### src/rtl/thermo_pkg.sv
// Shared definitions for the thermometer DAC encoder and the flash-ADC decoder top.
package thermo_pkg;

    typedef enum logic {
        IDLE = 1'b0,
        SLEW = 1'b1
    } state_t;

    localparam int unsigned CODE_LSB = 0;
    localparam int unsigned LOAD_BIT = 3;
    localparam int unsigned MODE_BIT = 4;

    function automatic int unsigned t_width(input int unsigned n_bits);
        return (32'd1 << n_bits) - 32'd1;
    endfunction

endpackage

### src/rtl/bin2therm.sv
// Combinational level-to-thermometer mapper: bit i is set when level exceeds i.
module bin2therm #(
    parameter int unsigned N_BITS = 3,
    parameter int unsigned T      = 7
) (
    input  logic [N_BITS-1:0] i_level,
    output logic [T-1:0]      o_therm
);

    always_comb begin
        o_therm = '0;
        for (int unsigned i = 0; i < T; i++) begin
            o_therm[i] = (32'(i_level) > i);
        end
    end

endmodule

### src/rtl/thermo_dac_encoder.sv
// Slew-limited binary-to-thermometer encoder for the unary loopback DAC.
// Walks the output one element per step toward a loaded target, or jumps in direct mode.
module thermo_dac_encoder
    import thermo_pkg::*;
#(
    parameter int unsigned N_BITS   = 3,
    parameter int unsigned STEP_DIV = 1
) (
    input  logic       wb_clk_i,
    input  logic       wb_rst_i,
    input  logic [8:0] io_in,
    output logic [8:0] io_out,
    output logic [8:0] io_oeb
);

    localparam int unsigned T_W = t_width(N_BITS);

    state_t              r_state, w_state_nx;
    logic [N_BITS-1:0]   r_level, w_level_nx;
    logic [N_BITS-1:0]   r_target, w_target_nx;
    logic                r_mode, w_mode_nx;
    logic [7:0]          r_presc, w_presc_nx;
    logic                r_busy, w_busy_nx;
    logic                r_done, w_done_nx;
    logic [T_W-1:0]      r_therm;
    logic [T_W-1:0]      w_therm_nx;

    logic [N_BITS-1:0]   w_code;
    logic                w_load;
    logic                w_mode_in;
    logic                w_tick;
    logic                w_unused;

    assign w_code    = io_in[CODE_LSB +: N_BITS];
    assign w_load    = io_in[LOAD_BIT];
    assign w_mode_in = io_in[MODE_BIT];
    assign w_unused  = ^io_in[8:5];

    assign w_tick = (r_state == SLEW) && (r_presc == 8'(STEP_DIV - 1));

    always_comb begin
        w_state_nx  = r_state;
        w_level_nx  = r_level;
        w_target_nx = r_target;
        w_mode_nx   = r_mode;
        w_presc_nx  = r_presc;
        w_busy_nx   = r_busy;
        w_done_nx   = 1'b0;

        if (r_state == SLEW) begin
            w_presc_nx = w_tick ? '0 : r_presc + 8'd1;
        end

        // A load pre-empts any step or completion on the same edge.
        if (w_load) begin
            w_target_nx = w_code;
            w_mode_nx   = w_mode_in;
            w_state_nx  = SLEW;
            w_busy_nx   = 1'b1;
            if (r_state == IDLE) begin
                w_presc_nx = '0;
            end
        end else if (w_tick) begin
            if (r_level == r_target) begin
                w_state_nx = IDLE;
                w_busy_nx  = 1'b0;
                w_done_nx  = 1'b1;
            end else if (r_mode) begin
                w_level_nx = r_target;
            end else if (r_target > r_level) begin
                w_level_nx = r_level + 1'b1;
            end else begin
                w_level_nx = r_level - 1'b1;
            end
        end
    end

    // Decode the next level so the thermometer is registered alongside it.
    bin2therm #(
        .N_BITS (N_BITS),
        .T      (T_W)
    ) u_bin2therm (
        .i_level (w_level_nx),
        .o_therm (w_therm_nx)
    );

    always_ff @(posedge wb_clk_i or posedge wb_rst_i) begin
        if (wb_rst_i) begin
            r_state  <= IDLE;
            r_level  <= '0;
            r_target <= '0;
            r_mode   <= 1'b0;
            r_presc  <= '0;
            r_busy   <= 1'b0;
            r_done   <= 1'b0;
            r_therm  <= '0;
        end else begin
            r_state  <= w_state_nx;
            r_level  <= w_level_nx;
            r_target <= w_target_nx;
            r_mode   <= w_mode_nx;
            r_presc  <= w_presc_nx;
            r_busy   <= w_busy_nx;
            r_done   <= w_done_nx;
            r_therm  <= w_therm_nx;
        end
    end

    assign io_out = {r_done, r_busy, r_therm};
    assign io_oeb = '0;

endmodule

### config.mk
export PLATFORM = sky130hd
export DESIGN_NAME = thermo_dac_encoder
export DESIGN_NICKNAME = d
export VERILOG_FILES = /design/src/rtl/thermo_pkg.sv /design/src/rtl/bin2therm.sv /design/src/rtl/thermo_dac_encoder.sv
export SDC_FILE = /design/constraint.sdc
export NUM_CORES = 1
export LEC_CHECK = 0
export ABC_AREA = 1
export CORE_MARGIN = 8
export CORE_UTILIZATION = 45
export CTS_CLUSTER_DIAMETER = 40
export DETAILED_ROUTE_END_ITERATION = 16
export GPL_ROUTABILITY_DRIVEN = 0
export GPL_TIMING_DRIVEN = 0
export PLACE_DENSITY = 0.71
export SETUP_SLACK_MARGIN = 0.02
export SYNTH_ARGS = -nofsm -noshare
export SYNTH_HDL_FRONTEND = slang
export SYNTH_SLANG_ARGS = --single-unit
export TNS_END_PERCENT = 20
### constraint.sdc
create_clock -name wb_clk_i -period 3.5 [get_ports wb_clk_i]
set_input_delay 0.7 -clock wb_clk_i [delete_from_list [all_inputs] [get_ports wb_clk_i]]
set_output_delay 0.7 -clock wb_clk_i [all_outputs]
set_load 0.02 [all_outputs]
# == Word level (Yosys, flattened, before mapping) ==
# Index checks and enable logic that the tools add are counted.
# Widths: inputs -> output; s select.
# totals
regBits,24
input_bits,11
out_inout_bits,18
wordCells,39
# classes
n_addsub,3
n_lt_le_gt_ge,8
n_eq_ne,1
muxes,15
reduce_logical,5
# op_table
op,count
$mux 8,4
$mux 3,5
$gt 3x3->1 const B,3
$add 8x1->8 const B,1
$logic_not 8->1,1
$gt 3x1->1 const B,2
$gt 3x2->1 const B,2
$mux 1,6
$reduce_bool 2->1,2
$add 3x1->3 const B,1
$eq 3x3->1,1
$gt 3x3->1,1
$sub 3x1->3 const B,1
$reduce_and 2->1,1
$logic_and 1x1->1,1

# == Depth between registers and ports, before layout ==
# depth
ltp_word,7
depth_mapped,15
depth_no_buf,15

# == Cells and area by module ==
# From an unflattened synthesis, not the netlist that was laid out.
# hier_totals
cells_unflattened,156
area_unflattened_um2,1302.5
# by_module_without_submodules
mod,n_inst,cells_per_inst,area_per_inst_um2,seq_area_each_um2
thermo_dac_encoder,1,145,1258.7,600.6
bin2therm,1,11,43.8,0.0

# == Worst setup path before layout ==
# Ideal clock, no wire load.
# synth_path
path_kind,reg2reg
startpoint,register r_level[2]
endpoint,register r_therm[4]
setup_ps,113
arrival_time_ps,2004
t_required_ps,3387
path_slack_ps,1383
path_stages_with_launch,13
n_path_buf,0
synth_period_minus_slack_ps,2117
path_cell_list,dfrtp_1 inv_1 ha_1 a21oi_1 nand2_1 nand2_1 fa_1 o21ai_0 nand4_1 nand2_4 nand2_1 nand2_1 inv_1
# synth_between
elab_chain_cells,7
elab_cells_between_ends,10
cone_classes,2 x add/sub; 2 x order compare; 1 x eq/ne; 5 x mux
# synth_rtl
item,line,text
"start, declared",thermo_dac_encoder.sv:19,"logic [N_BITS-1:0] r_level, w_level_nx;"
"start signal, assigned",thermo_dac_encoder.sv:99,r_level <= w_level_nx;
$sub 3x1->3 (tied with other cells),thermo_dac_encoder.sv:73,w_level_nx = r_level - 1'b1;
$mux 3,thermo_dac_encoder.sv:70,end else if (r_target > r_level) begin
$mux 3,thermo_dac_encoder.sv:68,end else if (r_mode) begin
$mux 3,thermo_dac_encoder.sv:64,if (r_level == r_target) begin
$mux 3,thermo_dac_encoder.sv:63,end else if (w_tick) begin
$mux 3 *,thermo_dac_encoder.sv:55,if (w_load) begin
$gt 3x3->1 *,bin2therm.sv:13,o_therm[i] = (32'(i_level) > i);
named net u_bin2therm.o_therm[4],bin2therm.sv:7,output logic [T-1:0] o_therm
"end signal, assigned",thermo_dac_encoder.sv:105,r_therm <= w_therm_nx;
"end, declared",thermo_dac_encoder.sv:25,logic [T_W-1:0] r_therm;
# The timed path passes the listed nets; every way through them passes the cells marked *.
# A chain may end at the register's enable or synchronous reset.

# == Final worst setup path ==
# layout_path
startpoint,register r_level[2]
endpoint,register r_therm[2]
# layout_between
elab_chain_cells,7
elab_cells_between_ends,10
cone_classes,2 x add/sub; 2 x order compare; 1 x eq/ne; 5 x mux
# layout_rtl
item,line
$sub 3x1->3 (tied with other cells),thermo_dac_encoder.sv:73
$mux 3,thermo_dac_encoder.sv:70
$mux 3,thermo_dac_encoder.sv:68
$mux 3,thermo_dac_encoder.sv:64
$mux 3,thermo_dac_encoder.sv:63
$mux 3 *,thermo_dac_encoder.sv:55
$gt 3x2->1 *,bin2therm.sv:13
named net u_bin2therm.o_therm[2],bin2therm.sv:7
# Marked as above.

==> results.cfg <==
[logic_synthesis]
ys_seq_area_share_pct = 43.84
synth_seq_cells = 24
avgSynthCellArea_um2 = 9.134
yosysTopAreaCell = dfrtp_1
synthDistinctLibCells = 29
syn_inst = 150
syn-cell-area_mm2 = 0.001370
synth_edf_count = 0
ys.warnings.count = 0
ys.flop_type = dfrtp_1
synth.area.top_cells = dfrtp_1, buf_4, nand2_1, inv_1, ha_1
synthArstFlopShare_pct = 100.0
yosysTopAreaCellShare_pct = 43.84

[floorplanning]
rows = 20
pin_count = 29
die_y_um = 71.18
initial_core_util_pct = 46.01
dieArea_mm2 = 0.005066
core_area_mm2 = 0.002978
die_w_um = 71.18

[placed_design]
place_inst = 205
port_buffers = 14
hpwl_um = 1879
detailed_place.area_mm2 = 0.001582

[critical_path]
crit_slowest_cell = dfrtp_1
end_kind = flop
crit_fanout = 7
rr_startpoint = r_level[2]
slowest_delay_ns = 0.45
cp.required_ns = 3.71
arrival_ns = 2.56
cp-start-kind = flop
path_class = flop to flop
startpoint = r_level[2]
path_cells = inv_1 > ha_1 > nand3_2 > nand2_1 > fa_1 > o21ai_0 > nand4_1 > nand2_4 > nor2_4 > inv_1 > nand2_1

[clocking]
postCtsSetupBuffers = 0
cts_resized = 0
cts_made_buffers = 3
insertion_delay_ns = 0.31
cts_tree = done
root_buffer = clkbuf_4
clock_path_buffers = 2
clock_sinks = 24
cts_hold_buf = 0
htreeDepth = 1
clk_transition_reported_paths_ns = 0.13

[drt]
num_vias = 990
wirelength_um = 2447
wl_per_cell_um = 11.71
avgViaCountPerCell = 4.737
ant_nets = 0
first_iter_violations = 50
drc_errors = 0
first_pass_iters = 4

[timing]
hold_viol_final = 0
slew_headroom_pct = 39.84
fin_crit_sh_pct = 67.15
setup_tns_ns = 0
clock_skew_ns = 0.004548
rsz0062_at_grt = false
finalCriticalPeriod_ns = 2.350
fmax_ghz = 0.4255
finalSetupViolCount = 0
timing.hold.ws_ns = 0.5696
worstMarginPinSlew_ns = 0.9015
report.final.slew_viol_count = 0

[global_route]
grt_pass1_wl_um = 4153
grt_overflow = 0
grt_max_degree = 25
antenna_found_initial = 0
grt_usage_pct = 10.05
grt_pass1_vias = 972

[cells_and_area]
finish.instance_area_mm2 = 0.001634
stdcell_count = 209
final_common_cell = dfrtp_1
nNetsFinal = 194
area_delta_synth_final_pct = 19.27
drive_gt1_share_pct = 21.59
final_cell_mix = dfrtp_1, nand2_1, inv_1, clkdlybuf4s50_1, buf_4
antenna_cells = 0

[outcome]
outcome = finished, final reports clean

[power]
p_leak_nw = 0.8113
peakVddDrop_mv = 0.3810
power_mw = 1.123
powerDensity_mw_per_mm2 = 687.1

[hold_path]
min-delay-start = r_target[2]
min_path_type = flop to flop

[run]
drv_cap = 0
worst paths after layout:
path	end	slack (ns)	cells after the start
worst min register to register	r_target[2]	0.57	1
worst max-delay path	r_therm[2]	1.15	11
min in group asynchronous	r_presc[0]	0.87	2
worst max register to register	r_therm[2]	1.15	11
max in group asynchronous	r_presc[5]	2.09	2
worst min-delay path	r_target[2]	0.57	1
synth_stat cells (4+ instances only):
library cell,count
a21oi_1,4
nand4_1,5
nor2_1,11
inv_1,21
nand2_1,23
nand2_4,4
dfrtp_1,24
buf_4,12
ha_1,5
o21ai_0,8
power by group:
part           internal [mW]  switching (mW)
logic                  0.202           0.275
clock network          0.116          0.0819
registers              0.368          0.0801
total                  0.685           0.437
per-layer routing:
| metal | part of all wire, % | track usage (%) | vias to the layer above | routed length, um |
|---|---|---|---|---|
| li1 | - | - | 504 | - |
| met1 | 40 | 10.16 | 470 | 983 |
| met5 | 0 | 0 | - | 0 |
| met2 | 56 | 19.08 | 12 | 1363 |
| met3 | 2.9 | 2.684 | 4 | 72 |
| met4 | 1.1 | 3.464 | 0 | 28 |
flip-flops by register name (all words and copies together) (netlist names):
signal,count
r_done,1
r_busy,1
r_mode,1
r_therm,7
r_target,3
r_level,3
r_presc,8
cell families (layout without fill, tap and decap cells):
| logic type | after synthesis | in the layout | synth area share, % |
|---|---|---|---|
| AND/OR/NAND/NOR | 65 | 65 | 27.67 |
| buffers and inverters | 36 | 54 | 13.70 |
| flip-flops | 24 | 24 | 43.84 |
| AO/OA/AOI/OAI | 14 | 14 | 5.754 |
| adder cells (fa/ha/maj) | 6 | 6 | 6.027 |
| XOR/XNOR | 3 | 3 | 1.918 |
| other | 1 | 9 | 0.2737 |
| multiplexers | 1 | 1 | 0.8219 |
area by class of cell:
cell class / instances / area (um2)
Fill cell: 272 / 1344
Multi-Input combinational cell: 98 / 611.8
Sequential cell: 24 / 600.6
Timing Repair Buffer: 14 / 140.1
Buffer: 13 / 101.3
Inverter: 23 / 86.33
Tap cell: 33 / 41.29
Clock inverter: 1 / 30.03
Clock buffer: 3 / 22.52
worst max-delay path: cells and delay by family, from the launching register on:
kind            cells  cell delay (ns)
flops               1             0.45
compound gates      1             0.17
fa+ha+maj           2             0.75
simple gates        6             0.77
buf+inv             2             0.11
through the flow:
stage          utilization (%)  setup WS (ns)
2_1_floorplan                -          1.383
3_3_place_gp             53.11          1.233
3_5_place_dp             53.11          1.198
4_1_cts                  54.87          1.170
5_1_grt                  54.87          1.007
6_report                 54.87          1.150
No activity file was read; power rests on OpenSTA's default activity.
